## config.mk

```make
export PLATFORM = sky130hd
export DESIGN_NAME = life_array16x16_flat
export DESIGN_NICKNAME = d
export VERILOG_FILES = /design/src/rtl/life_array16x16_if.sv /design/src/rtl/life_array16x16.sv /design/src/flat_wrapper.sv
export SDC_FILE = /design/constraint.sdc
export NUM_CORES = 2
export LEC_CHECK = 0
export CAP_MARGIN = 20
export CELL_PAD_IN_SITES_DETAIL_PLACEMENT = 1
export CELL_PAD_IN_SITES_GLOBAL_PLACEMENT = 1
export CORE_MARGIN = 5
export CORE_UTILIZATION = 50
export DETAILED_ROUTE_END_ITERATION = 16
export PLACE_DENSITY = 0.82
export SLEW_MARGIN = 20
export SYNTH_ARGS = -nofsm -noshare
export SYNTH_HDL_FRONTEND = slang
export SYNTH_SLANG_ARGS = --single-unit
```

## constraint.sdc

```tcl
create_clock -name clk -period 5 [get_ports clk]
set_clock_uncertainty 0.1 [all_clocks]
set_input_delay 1 -clock clk [delete_from_list [all_inputs] [get_ports clk]]
set_output_delay 1 -clock clk [all_outputs]
set_load 0.02 [all_outputs]
```

## src/rtl/life_array16x16_if.sv

```systemverilog
// Tile access bus for the 16x16 Game-of-Life array: tile write, tile read
// and the step request.
interface life_array16x16_if;
    logic [15:0] vali;
    logic [3:0]  vali_selector;
    logic [3:0]  valo_selector;
    logic        write_enb;
    logic        step;
    logic [15:0] valo;
    logic [15:0] valo_prev;

    modport master (
        output vali, vali_selector, valo_selector, write_enb, step,
        input  valo, valo_prev
    );

    modport slave (
        input  vali, vali_selector, valo_selector, write_enb, step,
        output valo, valo_prev
    );
endinterface

```

## src/rtl/life_array16x16.sv

```systemverilog
// 16x16 Conway Game-of-Life array with 4x4-tile access port and tileable
// edge/corner neighbour exchange.
module life_array16x16 (
    input  logic                 clk,
    input  logic                 reset,
    life_array16x16_if.slave     bus,
    input  logic [15:0]          ni,
    input  logic [15:0]          si,
    input  logic [15:0]          wi,
    input  logic [15:0]          ei,
    input  logic                 nwi,
    input  logic                 nei,
    input  logic                 sei,
    input  logic                 swi,
    output logic [15:0]          no,
    output logic [15:0]          so,
    output logic [15:0]          wo,
    output logic [15:0]          eo,
    output logic                 nwo,
    output logic                 neo,
    output logic                 seo,
    output logic                 swo
);

    // Cell (x,y) lives at flat index y*16+x.
    logic [255:0] r_cur;
    logic [255:0] r_prev;
    logic [255:0] w_next;
    logic [255:0] w_written;
    logic [17:0]  w_pad [18];

    // Tile T / bit b to flat index: x = {T[3:2],b[3:2]}, y = {T[1:0],b[1:0]}.
    function automatic logic [7:0] cell_idx(input logic [3:0] t, input logic [3:0] b);
        return {t[1:0], b[1:0], t[3:2], b[3:2]};
    endfunction

    // Array framed by the neighbour ring; pad (x+1,y+1) holds cell (x,y).
    always_comb begin
        w_pad[0]  = {nei, ni, nwi};
        w_pad[17] = {sei, si, swi};
        for (int y = 0; y < 16; y++) begin
            w_pad[y+1] = {ei[y], r_cur[y*16 +: 16], wi[y]};
        end
    end

    // Next generation for every cell from the pre-edge state.
    always_comb begin
        logic [3:0] cnt;
        w_next = 256'd0;
        cnt    = 4'd0;
        for (int y = 0; y < 16; y++) begin
            for (int x = 0; x < 16; x++) begin
                cnt = 4'd0;
                for (int dy = 0; dy < 3; dy++) begin
                    for (int dx = 0; dx < 3; dx++) begin
                        if (!(dy == 1 && dx == 1)) begin
                            cnt = cnt + {3'd0, w_pad[y+dy][x+dx]};
                        end else begin
                            cnt = cnt;
                        end
                    end
                end
                w_next[y*16+x] = (cnt == 4'd3) || (r_cur[y*16+x] && (cnt == 4'd2));
            end
        end
    end

    // Current state with the selected tile replaced by the write data.
    always_comb begin
        w_written = r_cur;
        for (int b = 0; b < 16; b++) begin
            w_written[cell_idx(bus.vali_selector, 4'(b))] = bus.vali[b];
        end
    end

    // Cell state: reset beats write, write beats step.
    always_ff @(posedge clk) begin
        if (reset) begin
            r_cur  <= 256'd0;
            r_prev <= 256'd0;
        end else if (bus.write_enb) begin
            r_cur  <= w_written;
        end else if (bus.step) begin
            r_prev <= r_cur;
            r_cur  <= w_next;
        end else begin
            r_cur  <= r_cur;
            r_prev <= r_prev;
        end
    end

    // Tile read-back of current and previous generation.
    always_comb begin
        bus.valo      = 16'd0;
        bus.valo_prev = 16'd0;
        for (int b = 0; b < 16; b++) begin
            bus.valo[b]      = r_cur[cell_idx(bus.valo_selector, 4'(b))];
            bus.valo_prev[b] = r_prev[cell_idx(bus.valo_selector, 4'(b))];
        end
    end

    // Edge and corner export for neighbouring arrays.
    always_comb begin
        no = r_cur[15:0];
        so = r_cur[255:240];
        wo = 16'd0;
        eo = 16'd0;
        for (int y = 0; y < 16; y++) begin
            wo[y] = r_cur[y*16];
            eo[y] = r_cur[y*16+15];
        end
        nwo = r_cur[0];
        neo = r_cur[15];
        swo = r_cur[240];
        seo = r_cur[255];
    end

endmodule

```

## src/flat_wrapper.sv

```systemverilog
// flat-port wrapper written by rule: the top's interface ports become plain ports
module life_array16x16_flat 
  (clk, reset, ni, si, wi, ei, nwi, nei, sei, swi, no, so, wo, eo, nwo, neo, seo, swo, bus_vali, bus_vali_selector, bus_valo_selector, bus_write_enb, bus_step, bus_valo, bus_valo_prev);
  life_array16x16_if bus_i ();
  input  logic clk;
  input  logic reset;
  input  logic [15:0] ni;
  input  logic [15:0] si;
  input  logic [15:0] wi;
  input  logic [15:0] ei;
  input  logic nwi;
  input  logic nei;
  input  logic sei;
  input  logic swi;
  output logic [15:0] no;
  output logic [15:0] so;
  output logic [15:0] wo;
  output logic [15:0] eo;
  output logic nwo;
  output logic neo;
  output logic seo;
  output logic swo;
  input wire logic [$bits(bus_i.vali)-1:0] bus_vali;
  input wire logic [$bits(bus_i.vali_selector)-1:0] bus_vali_selector;
  input wire logic [$bits(bus_i.valo_selector)-1:0] bus_valo_selector;
  input wire logic [$bits(bus_i.write_enb)-1:0] bus_write_enb;
  input wire logic [$bits(bus_i.step)-1:0] bus_step;
  output wire logic [$bits(bus_i.valo)-1:0] bus_valo;
  output wire logic [$bits(bus_i.valo_prev)-1:0] bus_valo_prev;
  assign bus_i.vali = bus_vali;
  assign bus_i.vali_selector = bus_vali_selector;
  assign bus_i.valo_selector = bus_valo_selector;
  assign bus_i.write_enb = bus_write_enb;
  assign bus_i.step = bus_step;
  assign bus_valo = bus_i.valo;
  assign bus_valo_prev = bus_i.valo_prev;
  life_array16x16 u_core (.clk(clk), .reset(reset), .bus(bus_i), .ni(ni), .si(si), .wi(wi), .ei(ei), .nwi(nwi), .nei(nei), .sei(sei), .swi(swi), .no(no), .so(so), .wo(wo), .eo(eo), .nwo(nwo), .neo(neo), .seo(seo), .swo(swo));
endmodule
```

* After elaboration in Yosys (flattened, before gate mapping)
Cells that the tools add are included. W data, S select, Z words.
Storage, ports and cells: register bits after elaboration 512, bits in latches 0, memory bits (writable) 0, bits in read-only memories 0, bits of input ports 96, output and inout port bits 100, word-level logic and storage cells 2999, memories kept 0
Cells by class: add/sub/neg operators 1792, multipliers 0, divide/modulo/power cells 0, magnitude comparators 48, equal/unequal tests 512, shift operators 0, muxes and demuxes 114, bitwise gates (word level) 1, reduce and logical (&&, ||, !) cells 530
Operators with widths (number):
- $add A4 B1 Y4 | 1536
- $bwmux W256 | 16
- $eq A4 B2 Y1 const B | 512
- $add A1 B1 Y2 | 256
- $mux W256 | 2
- $lt A8 B9 Y1 const B | 32
- $logic_and A1 B1 Y1 | 272
- $logic_or A1 B1 Y1 | 256
- $bmux W1 S4 | 32
- $ge A8 B1 Y1 const B | 16
- $demux W1 S4 | 16
- $mux W1 | 48
- $reduce_and A2 Y1 | 1
- $reduce_bool A2 Y1 | 1
- $not A1 Y1 | 1

* Longest topological paths before layout
depth in word-level cells 21, gate-level depth with buffers 12, depth with buffers taken out 12

* Worst setup path after synthesis
Ideal clock, no wire load.
path type input-to-reg, from in wi[13], to reg u_core.r_cur[224], setup time 0.086 ns, arrival 3.816 ns, data required time 4.814 ns, setup slack 0.999 ns, cell stages on the path 10, path buffers 0, path through ha_1 -> inv_1 -> fa_1 -> fa_1 -> inv_1 -> fa_1 -> inv_1 -> fa_1 -> or4_1 -> a211oi_1
On the way: longest elaborated chain between the ends 12, elaborated cells between the ends (all ways) 13, those cells by class add/sub: 7; eq/ne: 2; mux: 2; reduce/logical: 2
RTL lines:
- from (decl) | line flat_wrapper.sv:9 | input logic [15:0] wi;
- $add A1 B1 Y2 * | line life_array16x16.sv:57 | cnt = cnt + {3'd0, w_pad[y+dy][x+dx]};
- $add A4 B1 Y4 * (6 in a row) | line life_array16x16.sv:57
- $eq A4 B2 Y1 | line life_array16x16.sv:63 | w_next[y*16+x] = (cnt == 4'd3) || (r_cur[y*16+x] && (cnt == 4'd2));
- $logic_and A1 B1 Y1 | line life_array16x16.sv:63
- $logic_or A1 B1 Y1 * | line life_array16x16.sv:63
- $mux W256 * | line life_array16x16.sv:83 | end else if (bus.step) begin
- $mux W256 * | line life_array16x16.sv:81 | end else if (bus.write_enb) begin
- to (signal assigned) | line life_array16x16.sv:82 | r_cur <= w_written;
- to (signal assigned) | line life_array16x16.sv:85 | r_cur <= w_next;
- to (signal assigned) | line life_array16x16.sv:87 | r_cur <= r_cur;
- to (decl) | line life_array16x16.sv:26 | logic [255:0] r_cur;
Every way passes the cells marked *; elsewhere a longest branch is shown, timed or not. The select of a mux whose other input is x is not followed. A chain may end at the register's enable or synchronous reset.

* Worst setup path in the final report
from in bus_valo_selector[2], to out bus_valo_prev[3]
On the way: longest elaborated chain between the ends 2
RTL lines:
- from (decl) | line flat_wrapper.sv:25 | input wire logic [$bits(bus_i.valo_selector)-1:0] bus_valo_selector;
- $bmux W1 S4 | line life_array16x16.sv:98 | bus.valo_prev[b] = r_prev[cell_idx(bus.valo_selector, 4'(b))];
- $mux W1 (not written as such) | line life_array16x16.sv:98
- to (decl) | line flat_wrapper.sv:29 | output wire logic [$bits(bus_i.valo_prev)-1:0] bus_valo_prev;
No other way between the ends. The select of a mux whose other input is x is not followed.

==> flow_summary.toml <==
[placed_design]
place_congestion = 0.966
io_buffer_count = 195
dpl.hpwl_um = 200000

[die]
coreArea_um2 = 135000
die_h_um = 378
dieArea_um2 = 143000
io_pins = 196
placementRows = 135
fp.dieW_um = 378
initial_core_util_pct = 50.2

[sta]
setup_tns_ns = 0
slew_viol_final = 0
tightest_slew_ns = 1.23
period_needed_ns = 4.69
setup_violations = 0
max_freq_mhz = 213
min_period_over_period_pct = 93.9
whs_ns = 0.356
relSlewSlack_pct = 17.8
rsz0062_at_grt = "no"
hold_viol_final = 0

[cts]
post-cts-setup-buffers = 0
cts-root-buf = "clkbuf_16"
insertion_delay_ns = 0.68
hold_buffers = 0
ctsResizeCount = 0
clkSinkCount = 512
h-tree-depth = 3
cts_buffers = 69
cts_buffer_depth = 3
clkTransAtPathRegs_ns = 0.06
cts_tree = "done"

[drt]
via_count = 58739
ant_nets = 0
drc = 0
viasPerCell = 6.12
wire_per_inst_um = 27.2
wl_um = 261000
drtIter0Drc = 4974
first_pass_iters = 7

[logic_synthesis]
syn_inst = 7572
syn_avg_cell_area_um2 = 8.96
synth-edff-count = 0
synth.distinct_cells = 41
netlist_area_um2 = 67800
ys_async_sr_fraction_pct = 0
synth_ff_type = "dfxtp_1"
ys_seq_elements = 512
synth_seq_area_share_pct = 15.1
synthesis.nets = 9460
yosys_warnings = 0

[critical_path]
critPathMaxFanout = 31
required_ns = 3.90
arrival_ns = 3.59
crit_path_end_kind = "primary output"
startpoint_type = "primary input"
worst-setup-path-type = "in -> out"

[pwr]
intPower_w = 0.0104
max-vdd-ir-drop_uv = 207
p_clk_share_pct = 32.1
pwr-share-comb_pct = 41.2
p_per_area_nw_per_um2 = 233
p_leak_nw = 34.2
power.share.sequential_pct = 26.7
swShare_pct = 40.6
switchingPower_w = 0.00707

[flow_run]
max-cap-violations = 0

[cells_and_area]
final_common_cell = "inv_1"
nFillCells = 15655
final_util_pct = 55.3
final_cell_mix = "1,883 x inv_1, 1,024 x fa_1, 768 x ha_1"
drive_gt1_share_pct = 6.56
syn2layout_area_growth_pct = 10.3
final_net_count = 9620

[grt]
antenna_found_initial = 29
grt_first_pass_wirelength_um = 392000
grt_start_max_net_pins = 149
track_usage_pct = 36.6
overflow = 0
grt_pass1_vias = 65600

[outcome]
status = "complete, no violations"

[hold_path]
hp-class = "reg -> reg"
[metrics by stage]
stage | std cells | setup slack, ns | instance area [µm²] | total power (W)
6_report | 9597 | 0.305 | 74800 | 0.0174
5_1_grt | 9570 | 0.271 | 74700 | 0.0186
4_1_cts | 9566 | 0.403 | 74700 | 0.0174
3_5_place_dp | 9442 | 0.0988 | 72300 | 0.0118
3_3_place_gp | 9442 | 0.244 | 72300 | 0.0110
2_1_floorplan | 7572 | 0.999 | 67800 | 0.00925
[synthesized netlist by cell type, types with 64 or more instances]
cell type	instances	area [µm²]
o21ai_0	147	736
buf_4	70	526
a31oi_1	213	1330
mux4_2	128	2880
buf_2	82	410
a21oi_1	260	1300
a22oi_1	64	480
nand2_1	762	2860
nand3_1	122	611
nor2_1	471	1770
inv_1	1883	7070
nor2b_1	124	776
or4_1	226	1700
fa_1	1024	20500
dfxtp_1	512	10200
mux2i_1	133	1330
a211oi_1	269	2020
clkbuf_1	165	619
ha_1	768	9610
[worst max-delay path: stages]
cell	delay (ns)
buf_8	0.32
buf_12	0.32
mux4_2	0.65
a22oi_1	0.27
nand2_1	0.33
clkdlybuf4s50_1	0.65
[flip-flops by register name, indices dropped and copies added (netlist names)]
| signal | cells |
|---|---|
| u_core.r_prev | 256 |
| u_core.r_cur | 256 |
[layout make-up]
| type | count | area, µm² | share of cell area, % |
|---|---|---|---|
| multi-input combinational | 4834 | 48800 | 65.2 |
| sequential | 512 | 10200 | 13.7 |
| inverter | 1883 | 7070 | 9.45 |
| timing repair buffer | 432 | 3930 | 5.26 |
| tap | 1781 | 2230 | 2.98 |
| clock buffer | 102 | 2090 | 2.80 |
| clock inverter | 22 | 343 | 0.459 |
| antenna | 31 | 77.6 | 0.104 |
[power groups by stage]
stage	clock network, W	registers (W)	logic, W
2_1_floorplan	0	0.00463	0.00462
3_3_place_gp	0	0.00471	0.00634
3_5_place_dp	0	0.00472	0.00704
4_1_cts	0.00561	0.00463	0.00716
5_1_grt	0.00576	0.00466	0.00814
6_report	0.00560	0.00465	0.00719
[cells by family (layout without fill, tap and decap cells)]
| family | count (synthesis) | count (layout) | share of synthesized area, % |
|---|---|---|---|
| fa+ha+maj | 1792 | 1792 | 44.4 |
| buf+inv | 2226 | 2439 | 13.0 |
| other cells | 0 | 31 | 0 |
| mux | 261 | 261 | 6.21 |
| simple gates | 1775 | 1775 | 12.0 |
| compound gates | 1006 | 1006 | 9.30 |
| flops | 512 | 512 | 15.1 |
[final timing paths]
| check | start | to | slack (ns) | cells after the start |
|---|---|---|---|---|
| setup / recovery | bus_valo_selector[2] | bus_valo_prev[3] | 0.31 | 6 |
| hold / removal | u_core.r_prev[0] | u_core.r_prev[0] | 0.36 | 2 |
| setup reg to reg | u_core.r_cur[191] | u_core.r_cur[190] | 0.66 | 11 |
| hold reg to reg | u_core.r_prev[0] | u_core.r_prev[0] | 0.36 | 2 |
[routing by layer]
layer / up-vias / global-route usage [%] / part of all wire, %
li1: 24597 / - / -
met1: 30171 / 41.7 / 35
met2: 2922 / 59.7 / 47
met3: 1043 / 9.78 / 10
met4: 6 / 26.0 / 8.1
met5: - / 0 / 0.018
(Power assumes the default switching activity.)
